File: config.mk
export PLATFORM = sky130hd
export DESIGN_NAME = adc_scanner
export DESIGN_NICKNAME = d
export VERILOG_FILES = /design/src/rtl/adc_scanner.sv
export SDC_FILE = /design/constraint.sdc
export NUM_CORES = 1
export LEC_CHECK = 0
export CORE_MARGIN = 2
export CORE_UTILIZATION = 55
export CTS_BUF_LIST = sky130_fd_sc_hd__clkbuf_8 sky130_fd_sc_hd__clkbuf_16
export DETAILED_ROUTE_END_ITERATION = 10
export GPL_ROUTABILITY_DRIVEN = 1
export PLACE_DENSITY_LB_ADDON = 0.05
export SETUP_SLACK_MARGIN = 0.15
export SKIP_CTS_REPAIR_TIMING = 1
export SYNTH_ARGS = -nofsm -noshare
export SYNTH_HDL_FRONTEND = slang
export SYNTH_SLANG_ARGS = --single-unit
export TNS_END_PERCENT = 1
File: constraint.sdc
create_clock -name clk_i -period 2.75 [get_ports clk_i]
set_input_delay 0.55 -clock clk_i [delete_from_list [all_inputs] [get_ports clk_i]]
set_output_delay 0.55 -clock clk_i [all_outputs]
set_load 0.02 [all_outputs]
File: src/rtl/adc_scanner.sv
// Round-robin scanner for an ADS1115-class I2C ADC: configures each channel for a
// single-shot conversion, polls for completion, reads the result and publishes it.
module adc_scanner #(
    parameter logic [6:0]  ADDRESS      = 7'h48,
    parameter int          NUM_CHANNELS = 4,
    parameter logic [11:0] CH_MUX       = 12'b111_110_101_100,
    parameter logic [2:0]  PGA          = 3'b001,
    parameter logic [2:0]  DATA_RATE    = 3'b111,
    parameter logic [7:0]  POLL_DELAY   = 8'd255,
    parameter logic [7:0]  MAX_POLLS    = 8'd16
) (
    input  logic        clk_i,
    input  logic        rst_ni,
    input  logic        start_i,
    input  logic        continuous_i,
    output logic        busy_o,
    output logic        sample_valid_o,
    output logic [1:0]  sample_channel_o,
    output logic [15:0] sample_data_o,
    output logic        scan_done_o,
    output logic        timeout_o,
    output logic [1:0]  i2c_instruction_o,
    output logic        i2c_enable_o,
    output logic [7:0]  i2c_byte_to_send_o,
    input  logic [7:0]  i2c_byte_received_i,
    input  logic        i2c_complete_i
);

    localparam logic [1:0] INSTR_START = 2'd0;
    localparam logic [1:0] INSTR_STOP  = 2'd1;
    localparam logic [1:0] INSTR_READ  = 2'd2;
    localparam logic [1:0] INSTR_WRITE = 2'd3;
    localparam logic [1:0] LAST_CH     = 2'(NUM_CHANNELS - 1);

    typedef enum logic [2:0] {
        S_IDLE, S_CONFIG, S_DELAY, S_POLL, S_SET_PTR, S_READ, S_PUBLISH, S_NEXT
    } state_t;

    typedef enum logic [1:0] {
        HS_WAIT_LOW, HS_WAIT_HIGH, HS_GAP
    } hs_t;

    state_t      state, state_next;
    hs_t         hs;
    logic [2:0]  step;
    logic [2:0]  last_step;
    logic        is_i2c;
    logic [7:0]  delay_cnt;
    logic [7:0]  poll_count;
    logic [1:0]  ch;
    logic        ready;
    logic [15:0] rd_data;
    logic [2:0]  mux_code;
    logic        byte_done;
    logic        frame_done;
    logic        poll_exhausted;

    always_comb begin
        case (ch)
            2'd0:    mux_code = CH_MUX[2:0];
            2'd1:    mux_code = CH_MUX[5:3];
            2'd2:    mux_code = CH_MUX[8:6];
            default: mux_code = CH_MUX[11:9];
        endcase
    end

    // Every frame opens with START (step 0) and closes with STOP (last_step).
    always_comb begin
        is_i2c    = 1'b1;
        last_step = 3'd4;
        case (state)
            S_CONFIG:       last_step = 3'd5;
            S_POLL, S_READ: last_step = 3'd4;
            S_SET_PTR:      last_step = 3'd3;
            default: begin
                is_i2c    = 1'b0;
                last_step = 3'd0;
            end
        endcase
    end

    assign byte_done      = is_i2c && (hs == HS_WAIT_HIGH) && i2c_complete_i;
    assign frame_done     = is_i2c && (hs == HS_GAP) && (step == last_step);
    assign poll_exhausted = ({1'b0, poll_count} + 9'd1) >= {1'b0, MAX_POLLS};
    assign i2c_enable_o   = is_i2c && (hs != HS_GAP);
    assign busy_o         = (state != S_IDLE);

    always_comb begin
        i2c_instruction_o  = INSTR_START;
        i2c_byte_to_send_o = 8'h00;
        if (is_i2c) begin
            if (step == 3'd0) begin
                i2c_instruction_o = INSTR_START;
            end else if (step == last_step) begin
                i2c_instruction_o = INSTR_STOP;
            end else begin
                case (state)
                    S_CONFIG: begin
                        i2c_instruction_o = INSTR_WRITE;
                        case (step)
                            3'd1:    i2c_byte_to_send_o = {ADDRESS, 1'b0};
                            3'd2:    i2c_byte_to_send_o = 8'h01;
                            3'd3:    i2c_byte_to_send_o = {1'b1, mux_code, PGA, 1'b1};
                            default: i2c_byte_to_send_o = {DATA_RATE, 5'b00011};
                        endcase
                    end
                    S_SET_PTR: begin
                        i2c_instruction_o  = INSTR_WRITE;
                        i2c_byte_to_send_o = (step == 3'd1) ? {ADDRESS, 1'b0} : 8'h00;
                    end
                    default: begin
                        if (step == 3'd1) begin
                            i2c_instruction_o  = INSTR_WRITE;
                            i2c_byte_to_send_o = {ADDRESS, 1'b1};
                        end else begin
                            i2c_instruction_o = INSTR_READ;
                        end
                    end
                endcase
            end
        end
    end

    always_comb begin
        state_next = state;
        case (state)
            S_IDLE:    if (start_i) state_next = S_CONFIG;
            S_CONFIG:  if (frame_done) state_next = S_DELAY;
            S_DELAY:   if (delay_cnt == POLL_DELAY) state_next = S_POLL;
            S_POLL: begin
                if (frame_done) begin
                    if (ready)               state_next = S_SET_PTR;
                    else if (poll_exhausted) state_next = S_NEXT;
                    else                     state_next = S_DELAY;
                end
            end
            S_SET_PTR: if (frame_done) state_next = S_READ;
            S_READ:    if (frame_done) state_next = S_PUBLISH;
            S_PUBLISH: state_next = S_NEXT;
            S_NEXT: begin
                if (ch < LAST_CH)       state_next = S_CONFIG;
                else if (continuous_i)  state_next = S_CONFIG;
                else                    state_next = S_IDLE;
            end
            default:   state_next = S_IDLE;
        endcase
    end

    always_ff @(posedge clk_i or negedge rst_ni) begin
        if (!rst_ni) state <= S_IDLE;
        else         state <= state_next;
    end

    // Completion must be seen low then high, so a stale high never ends a byte.
    always_ff @(posedge clk_i or negedge rst_ni) begin
        if (!rst_ni) begin
            step <= 3'd0;
            hs   <= HS_WAIT_LOW;
        end else if (state_next != state) begin
            step <= 3'd0;
            hs   <= HS_WAIT_LOW;
        end else if (is_i2c) begin
            case (hs)
                HS_WAIT_LOW:  if (!i2c_complete_i) hs <= HS_WAIT_HIGH;
                HS_WAIT_HIGH: if (i2c_complete_i) hs <= HS_GAP;
                HS_GAP: begin
                    step <= step + 3'd1;
                    hs   <= HS_WAIT_LOW;
                end
                default:      hs <= HS_WAIT_LOW;
            endcase
        end
    end

    always_ff @(posedge clk_i or negedge rst_ni) begin
        if (!rst_ni) begin
            delay_cnt        <= 8'd0;
            poll_count       <= 8'd0;
            ch               <= 2'd0;
            ready            <= 1'b0;
            rd_data          <= 16'h0000;
            timeout_o        <= 1'b0;
            sample_valid_o   <= 1'b0;
            sample_channel_o <= 2'd0;
            sample_data_o    <= 16'h0000;
            scan_done_o      <= 1'b0;
        end else begin
            sample_valid_o <= 1'b0;
            scan_done_o    <= 1'b0;

            delay_cnt <= (state == S_DELAY) ? delay_cnt + 8'd1 : 8'd0;

            if (state_next == S_CONFIG && state != S_CONFIG)
                poll_count <= 8'd0;
            else if (state == S_POLL && state_next != S_POLL && !ready)
                poll_count <= poll_count + 8'd1;

            if (byte_done && state == S_POLL && step == 3'd2)
                ready <= i2c_byte_received_i[7];
            if (byte_done && state == S_READ && step == 3'd2)
                rd_data[15:8] <= i2c_byte_received_i;
            if (byte_done && state == S_READ && step == 3'd3)
                rd_data[7:0] <= i2c_byte_received_i;

            if (state == S_IDLE && start_i)
                timeout_o <= 1'b0;
            else if (state == S_POLL && state_next == S_NEXT)
                timeout_o <= 1'b1;

            if (state == S_IDLE && start_i)
                ch <= 2'd0;
            else if (state == S_NEXT)
                ch <= (ch < LAST_CH) ? ch + 2'd1 : 2'd0;

            if (state == S_PUBLISH) begin
                sample_valid_o   <= 1'b1;
                sample_channel_o <= ch;
                sample_data_o    <= rd_data;
            end

            if (state == S_NEXT && ch == LAST_CH)
                scan_done_o <= 1'b1;
        end
    end

endmodule

==> results of run 1 <==
cell usage after synthesis (3+ instances only):
library cell	instances	area (µm²)
nand3_1	9	45.0
mux2i_1	5	50.1
and2_1	3	18.8
dfrtp_1	64	1600
xnor2_1	5	43.8
mux2_2	20	225
clkbuf_1	7	26.3
nand2b_1	7	43.8
a21oi_1	13	65.1
nor3_1	6	30.0
a31oi_1	7	43.8
o21ai_0	12	60.1
nor2_1	29	109
nor3b_1	3	22.5
nand2_1	61	229
and3_1	8	50.1
buf_2	3	15.0
ha_1	11	138
inv_1	11	41.3
a211oi_1	3	22.5
a22o_1	5	43.8
buf_4	4	30.0
registers in the layout (all words and copies together), names as in the netlist:
| name | count |
|---|---|
| timeout_o | 1 |
| state | 3 |
| scan_done_o | 1 |
| step | 3 |
| sample_valid_o | 1 |
| ready | 1 |
| sample_channel_o | 2 |
| poll_count | 8 |
| rd_data | 16 |
| sample_data_o | 16 |
| ch | 2 |
| delay_cnt | 8 |
| hs | 2 |
worst max-delay path, cell delays in order, from the launching register on:
cell	delay [ns]
dfrtp_2	0.45
and4b_1	0.22
a32o_2	0.23
a31oi_4	0.16
o211ai_1	0.21
buf_4	0.20
inv_2	0.04
o2111a_1	0.20
buf_6	0.12
stage by stage:
step / TNS (ns) / std cells / instance area, µm² / hold slack (ns)
after global placement: 0 / 466 / 3970 / 0.438
after CTS: -2.50 / 482 / 4220 / 0.240
after floorplan: 0 / 341 / 3380 / 0.254
after global routing: -0.220 / 490 / 4320 / 0.265
final: 0 / 490 / 4320 / 0.224
after detailed placement: 0 / 466 / 3970 / 0.456
worst max path at each step:
stage,to,slack [ns]
final,i2c_byte_to_send_o[0],0.03
after floorplan,i2c_byte_to_send_o[5],0.21
after CTS,i2c_byte_to_send_o[5],-0.37
after global routing,i2c_byte_to_send_o[5],-0.07
after global placement,i2c_byte_to_send_o[5],0.05
after detailed placement,i2c_byte_to_send_o[5],0.004
power by group:
part,switching (W),internal (W),leakage [nW]
Clock,0.000374,0.000624,0.128
Combinational,0.000743,0.000673,1.16
Sequential,0.0000880,0.00100,0.872
area by class of cell:
| cell class | instances | area (µm²) |
|---|---|---|
| multi-input combinational | 247 | 1630 |
| sequential | 64 | 1610 |
| timing repair buffer | 76 | 696 |
| inverter | 12 | 45.0 |
| clock inverter | 6 | 108 |
| fill | 450 | 1600 |
| clock buffer | 10 | 138 |
| tap | 75 | 93.8 |
logic make-up (layout without fill, tap and decap cells):
logic type | count (synthesis) | after routing
xor gates and xnor gates | 7 | 7
buffers and inverters | 30 | 104
adders and majority gates | 11 | 11
and+or+nand+nor | 142 | 142
other | 1 | 2
AOI/OAI and AO/OA | 59 | 59
DFF | 64 | 64
muxes | 26 | 26
layer usage:
layer / vias to the layer above / part of all wire (%) / GRT usage, %
li1: 1312 / - / -
met1: 1313 / 46 / 34.0
met2: 54 / 49 / 39.2
met3: 9 / 3.5 / 3.37
met4: 0 / 1.4 / 11.2
met5: - / 0 / 0
==> impl_metrics.env, run 1 <==
export IMPL_clk_insertion_delay_late_ns=0.34
export IMPL_ys_warn_count=0
export IMPL_ir_drop_v=0.000612
export IMPL_r2r_cells=8
export IMPL_initial_core_util_pct=56.9
export IMPL_setup_ws_ns=0.0311
export IMPL_grt_usage_pct=24.8
export IMPL_portBuffers=43
export IMPL_finalCritPeriodShare_pct=98.9
export IMPL_grt_overflow_total=0
export IMPL_drive_above_1_share_pct=22.2
export IMPL_grt_max_degree=28
export IMPL_syn_to_final_growth_pct=28.1
export IMPL_tightest_slew_ns=0.633
export IMPL_htree_levels=3
export IMPL_totalWireLength_um=7680
export IMPL_max_slew_margin_pct=57.8
export IMPL_synthMuxAreaShare_pct=8.61
export IMPL_min_period_ns=2.72
export IMPL_grt_first_pass_wirelength_um=12500
export IMPL_wl_per_cell_um=15.7
export IMPL_synth_adder_area_share_pct=4.08
export IMPL_crit_path_max_fanout=4
export IMPL_final_common_cell="nand2_1"
export IMPL_yosysUniqueCellTypes=59
export IMPL_die_h_um=82.3
export IMPL_finalMaxSlewViolations=0
export IMPL_required_ns=2.20
export IMPL_setup_viol=0
export IMPL_coreArea_um2=5920
export IMPL_synthXorXnorAreaFrac_pct=1.82
export IMPL_clkSlewWorstSetupHoldPaths_ns=0.08
export IMPL_power_leakage_nw=2.16
export IMPL_final_nets=434
export IMPL_clock_sinks=64
export IMPL_die_x_um=82.3
export IMPL_post_place_ws_ns=0.00363
export IMPL_fp_row_count=28
export IMPL_synth_edf_count=0
export IMPL_layout_common_cells="nand2_1, dfrtp_1, clkdlybuf4s50_1"
export IMPL_cts_buffers=9
export IMPL_maxCapViolations=0
export IMPL_p_per_area_nw_per_um2=811
export IMPL_via_per_inst=5.49
export IMPL_max_freq_mhz=368
export IMPL_cts_buffer_depth=2
export IMPL_r2r_start="poll_count[0]"
export IMPL_firstDrtPassIters=4
export IMPL_rsz0062_at_grt="true"
export IMPL_die_area_um2=6770
export IMPL_r2r_end="poll_count[6]"
export IMPL_min_path_type="input port to async pin"
export IMPL_antenna_found_initial=0
export IMPL_reg2reg_setup_slack_ns=0.23
export IMPL_dp_hpwl_um=5200
export IMPL_critPathKind="flip-flop to primary output"
export IMPL_utilization_pct=72.9
export IMPL_startpoint="step[1]"
export IMPL_cts_root_buf="clkbuf_8"
export IMPL_drtIter0Drc=135
export IMPL_syn_avg_cell_area_um2=9.91
export IMPL_final_setup_skew_ns=0.0101
export IMPL_ys_ff_latch=64
export IMPL_cp_arrival_ns=2.17
export IMPL_gp_congestion=0.897
export IMPL_drtAntennaViolNets=0
export IMPL_synth_top_family_by_area="simple AND/OR/NAND/NOR gates"
export IMPL_grt_pass1_vias=2663
export IMPL_vias=2688
export IMPL_synth_compound_area_share_pct=13.2
export IMPL_syn_area_um2=3370
export IMPL_startpoint_type="flip-flop"
export IMPL_ios=46
export IMPL_cts_tree="yes"
export IMPL_syn_inst=340
export IMPL_hold_viol_final=0
export IMPL_worstSetupEndpointType="primary output"
export IMPL_power_total_w=0.00350
export IMPL_status="completed"
export IMPL_drc=0
export IMPL_async_flop_share_pct=100
export IMPL_synthSimpleGateAreaFrac_pct=20.0
export IMPL_insertedDiodeCount=0
export IMPL_synth_ff_type="dfrtp_1"
export IMPL_yosysSeqAreaShare_pct=47.5
(Power assumes the default switching activity.)
==> run 2: changes to the inputs <==
--- a/config.mk
+++ b/config.mk
@@ -5,6 +5,7 @@
 export SDC_FILE = /design/constraint.sdc
 export NUM_CORES = 1
 export LEC_CHECK = 0
+export CORE_ASPECT_RATIO = 1.25
 export CORE_MARGIN = 2
 export CORE_UTILIZATION = 55
 export CTS_BUF_LIST = sky130_fd_sc_hd__clkbuf_8 sky130_fd_sc_hd__clkbuf_16
==> run 2 against run 1 <==
Setup slack improved by 0.0060 ns. Critical endpoint is now i2c_byte_to_send_o[4]. Largest cell class unchanged. Hold slack got worse by 0.014 ns. Fmax rose by 0.22%. Register-to-register slack barely moved.
==> impl_metrics.env, run 2 (synthesized netlist as in run 1, its figures left out) <==
export IMPL_fp_row_count=31
export IMPL_min_path_type="input port to async pin"
export IMPL_switching_share_pct=36.4
export IMPL_wl_met3_um=239
export IMPL_wirelength_met1_um=3370
export IMPL_finalMaxSlewViolations=0
export IMPL_initial_core_util_pct=57.6
export IMPL_critPathKind="flip-flop to primary output"
export IMPL_clkSlewWorstSetupHoldPaths_ns=0.07
export IMPL_antenna_found_initial=0
export IMPL_cts_root_buf="clkbuf_8"
export IMPL_portBuffers=43
export IMPL_crit_path_max_fanout=5
export IMPL_via_per_inst=5.45
export IMPL_ios=46
export IMPL_finalCritPeriodShare_pct=98.6
export IMPL_syn_to_final_growth_pct=26.7
export IMPL_clock_sinks=64
export IMPL_internal_power_w=0.00210
export IMPL_cts_tree="yes"
export IMPL_die_area_um2=6770
export IMPL_holdWs_ns=0.211
export IMPL_final_common_cell="nand2_1"
export IMPL_hold_viol_final=0
export IMPL_insertedDiodeCount=0
export IMPL_final_setup_skew_ns=0.00765
export IMPL_p_per_area_nw_per_um2=771
export IMPL_grt_pass1_vias=2696
export IMPL_totalWireLength_um=7650
export IMPL_clk_insertion_delay_late_ns=0.34
export IMPL_grt_usage_pct=24.3
export IMPL_switchingPower_w=0.00120
export IMPL_cp_arrival_ns=2.16
export IMPL_final_nets=430
export IMPL_place_inst=468
export IMPL_firstDrtPassIters=4
export IMPL_final_cells=493
export IMPL_wl_met2_um=3920
export IMPL_wl_per_cell_um=15.5
export IMPL_startpoint_type="flip-flop"
export IMPL_highest_layer="met4"
export IMPL_setup_ws_ns=0.0371
export IMPL_cts_buffers=9
export IMPL_htree_levels=3
export IMPL_power_total_w=0.00330
export IMPL_drtIter0Drc=204
export IMPL_die_x_um=74.0
export IMPL_coreArea_um2=5860
export IMPL_rsz0062_at_grt="true"
export IMPL_cts_buffer_depth=2
export IMPL_ir_drop_v=0.000450
export IMPL_placed_cell_area_um2=3960
export IMPL_max_freq_mhz=369
export IMPL_maxCapViolations=0
export IMPL_min_period_ns=2.71
export IMPL_grt_overflow_total=0
export IMPL_top_regs="rd_data (16), sample_data_o (16)"
export IMPL_vias=2686
export IMPL_drc=0
export IMPL_grt_max_degree=65
export IMPL_dp_hpwl_um=5360
export IMPL_status="completed"
export IMPL_power_leakage_nw=2.10
export IMPL_power_share_clock_pct=24.4
export IMPL_required_ns=2.20
export IMPL_drive_above_1_share_pct=22.1
export IMPL_drtAntennaViolNets=0
export IMPL_gp_congestion=0.930
export IMPL_max_slew_margin_pct=59.1
export IMPL_tightest_slew_ns=0.604
export IMPL_setup_viol=0
export IMPL_layout_common_cells="nand2_1, dfrtp_1, clkdlybuf4s50_1"
export IMPL_seqPwrFrac_pct=32.7
export IMPL_post_place_ws_ns=0.0650
export IMPL_die_h_um=91.5
export IMPL_comb_power_share_pct=42.9
export IMPL_worstSetupEndpointType="primary output"
export IMPL_design_area_um2=4270
export IMPL_grt_first_pass_wirelength_um=12600
run 2: final timing paths:
| kind | cells after the start | from | slack [ns] | endpoint |
|---|---|---|---|---|
| setup / recovery | 7 | state[2] | 0.04 | i2c_byte_to_send_o[4] |
| hold / removal | 2 | rst_ni | 0.21 | step[0] |
| setup reg to reg | 10 | state[0] | 0.24 | poll_count[0] |
| hold reg to reg | 2 | rd_data[14] | 0.46 | sample_data_o[14] |
| max in group asynchronous | 2 | rst_ni | 2.25 | delay_cnt[3] |
| min in group clk_i | 2 | rd_data[14] | 0.46 | sample_data_o[14] |
run 2: layout make-up:
| cell class | count | area (µm²) |
|---|---|---|
| tap | 82 | 103 |
| fill | 452 | 1590 |
| multi-input combinational | 247 | 1640 |
| clock buffer | 10 | 138 |
| timing repair buffer | 72 | 674 |
| clock inverter | 6 | 60.1 |
| inverter | 12 | 45.0 |
| sequential | 64 | 1610 |
run 2: per-layer routing:
layer  vias up  GRT usage [%]
li1       1310              -
met5         -              0
met3        11           4.44
met1      1308           31.8
met4         0           8.94
met2        57           39.6
run 2: power groups by stage:
stage,Clock (W),Sequential (W),Combinational (W)
2_1_floorplan,0,0.00106,0.000835
3_3_place_gp,0,0.00108,0.00130
3_5_place_dp,0,0.00108,0.00131
4_1_cts,0.000814,0.00106,0.00132
5_1_grt,0.000861,0.00109,0.00153
6_report,0.000804,0.00108,0.00141
run 2: per-stage QoR:
| step | util, % | TNS, ns |
|---|---|---|
| floorplan | - | 0 |
| global placement | 67.5 | 0 |
| detailed placement | 67.5 | 0 |
| CTS | 70.9 | -2.04 |
| global route | 72.9 | -0.0113 |
| finish | 72.9 | 0 |
run 2: worst max-delay path, stage by stage (launching register included):
cell      delay, ns
dfrtp_2        0.44
and4b_1        0.22
a32o_2         0.24
a31oi_4        0.15
o211ai_1       0.20
buf_4          0.20
nor3_2         0.18
buf_2          0.19
==> run 3: changes to the inputs <==
--- a/config.mk
+++ b/config.mk
@@ -9,6 +9,7 @@
 export CORE_MARGIN = 2
 export CORE_UTILIZATION = 55
 export CTS_BUF_LIST = sky130_fd_sc_hd__clkbuf_8 sky130_fd_sc_hd__clkbuf_16
+export CTS_CLUSTER_SIZE = 25
 export DETAILED_ROUTE_END_ITERATION = 10
 export GPL_ROUTABILITY_DRIVEN = 1
 export PLACE_DENSITY_LB_ADDON = 0.05
==> results of run 3 <==
The final DEF is identical to that of run 2; final timing and power are the same.
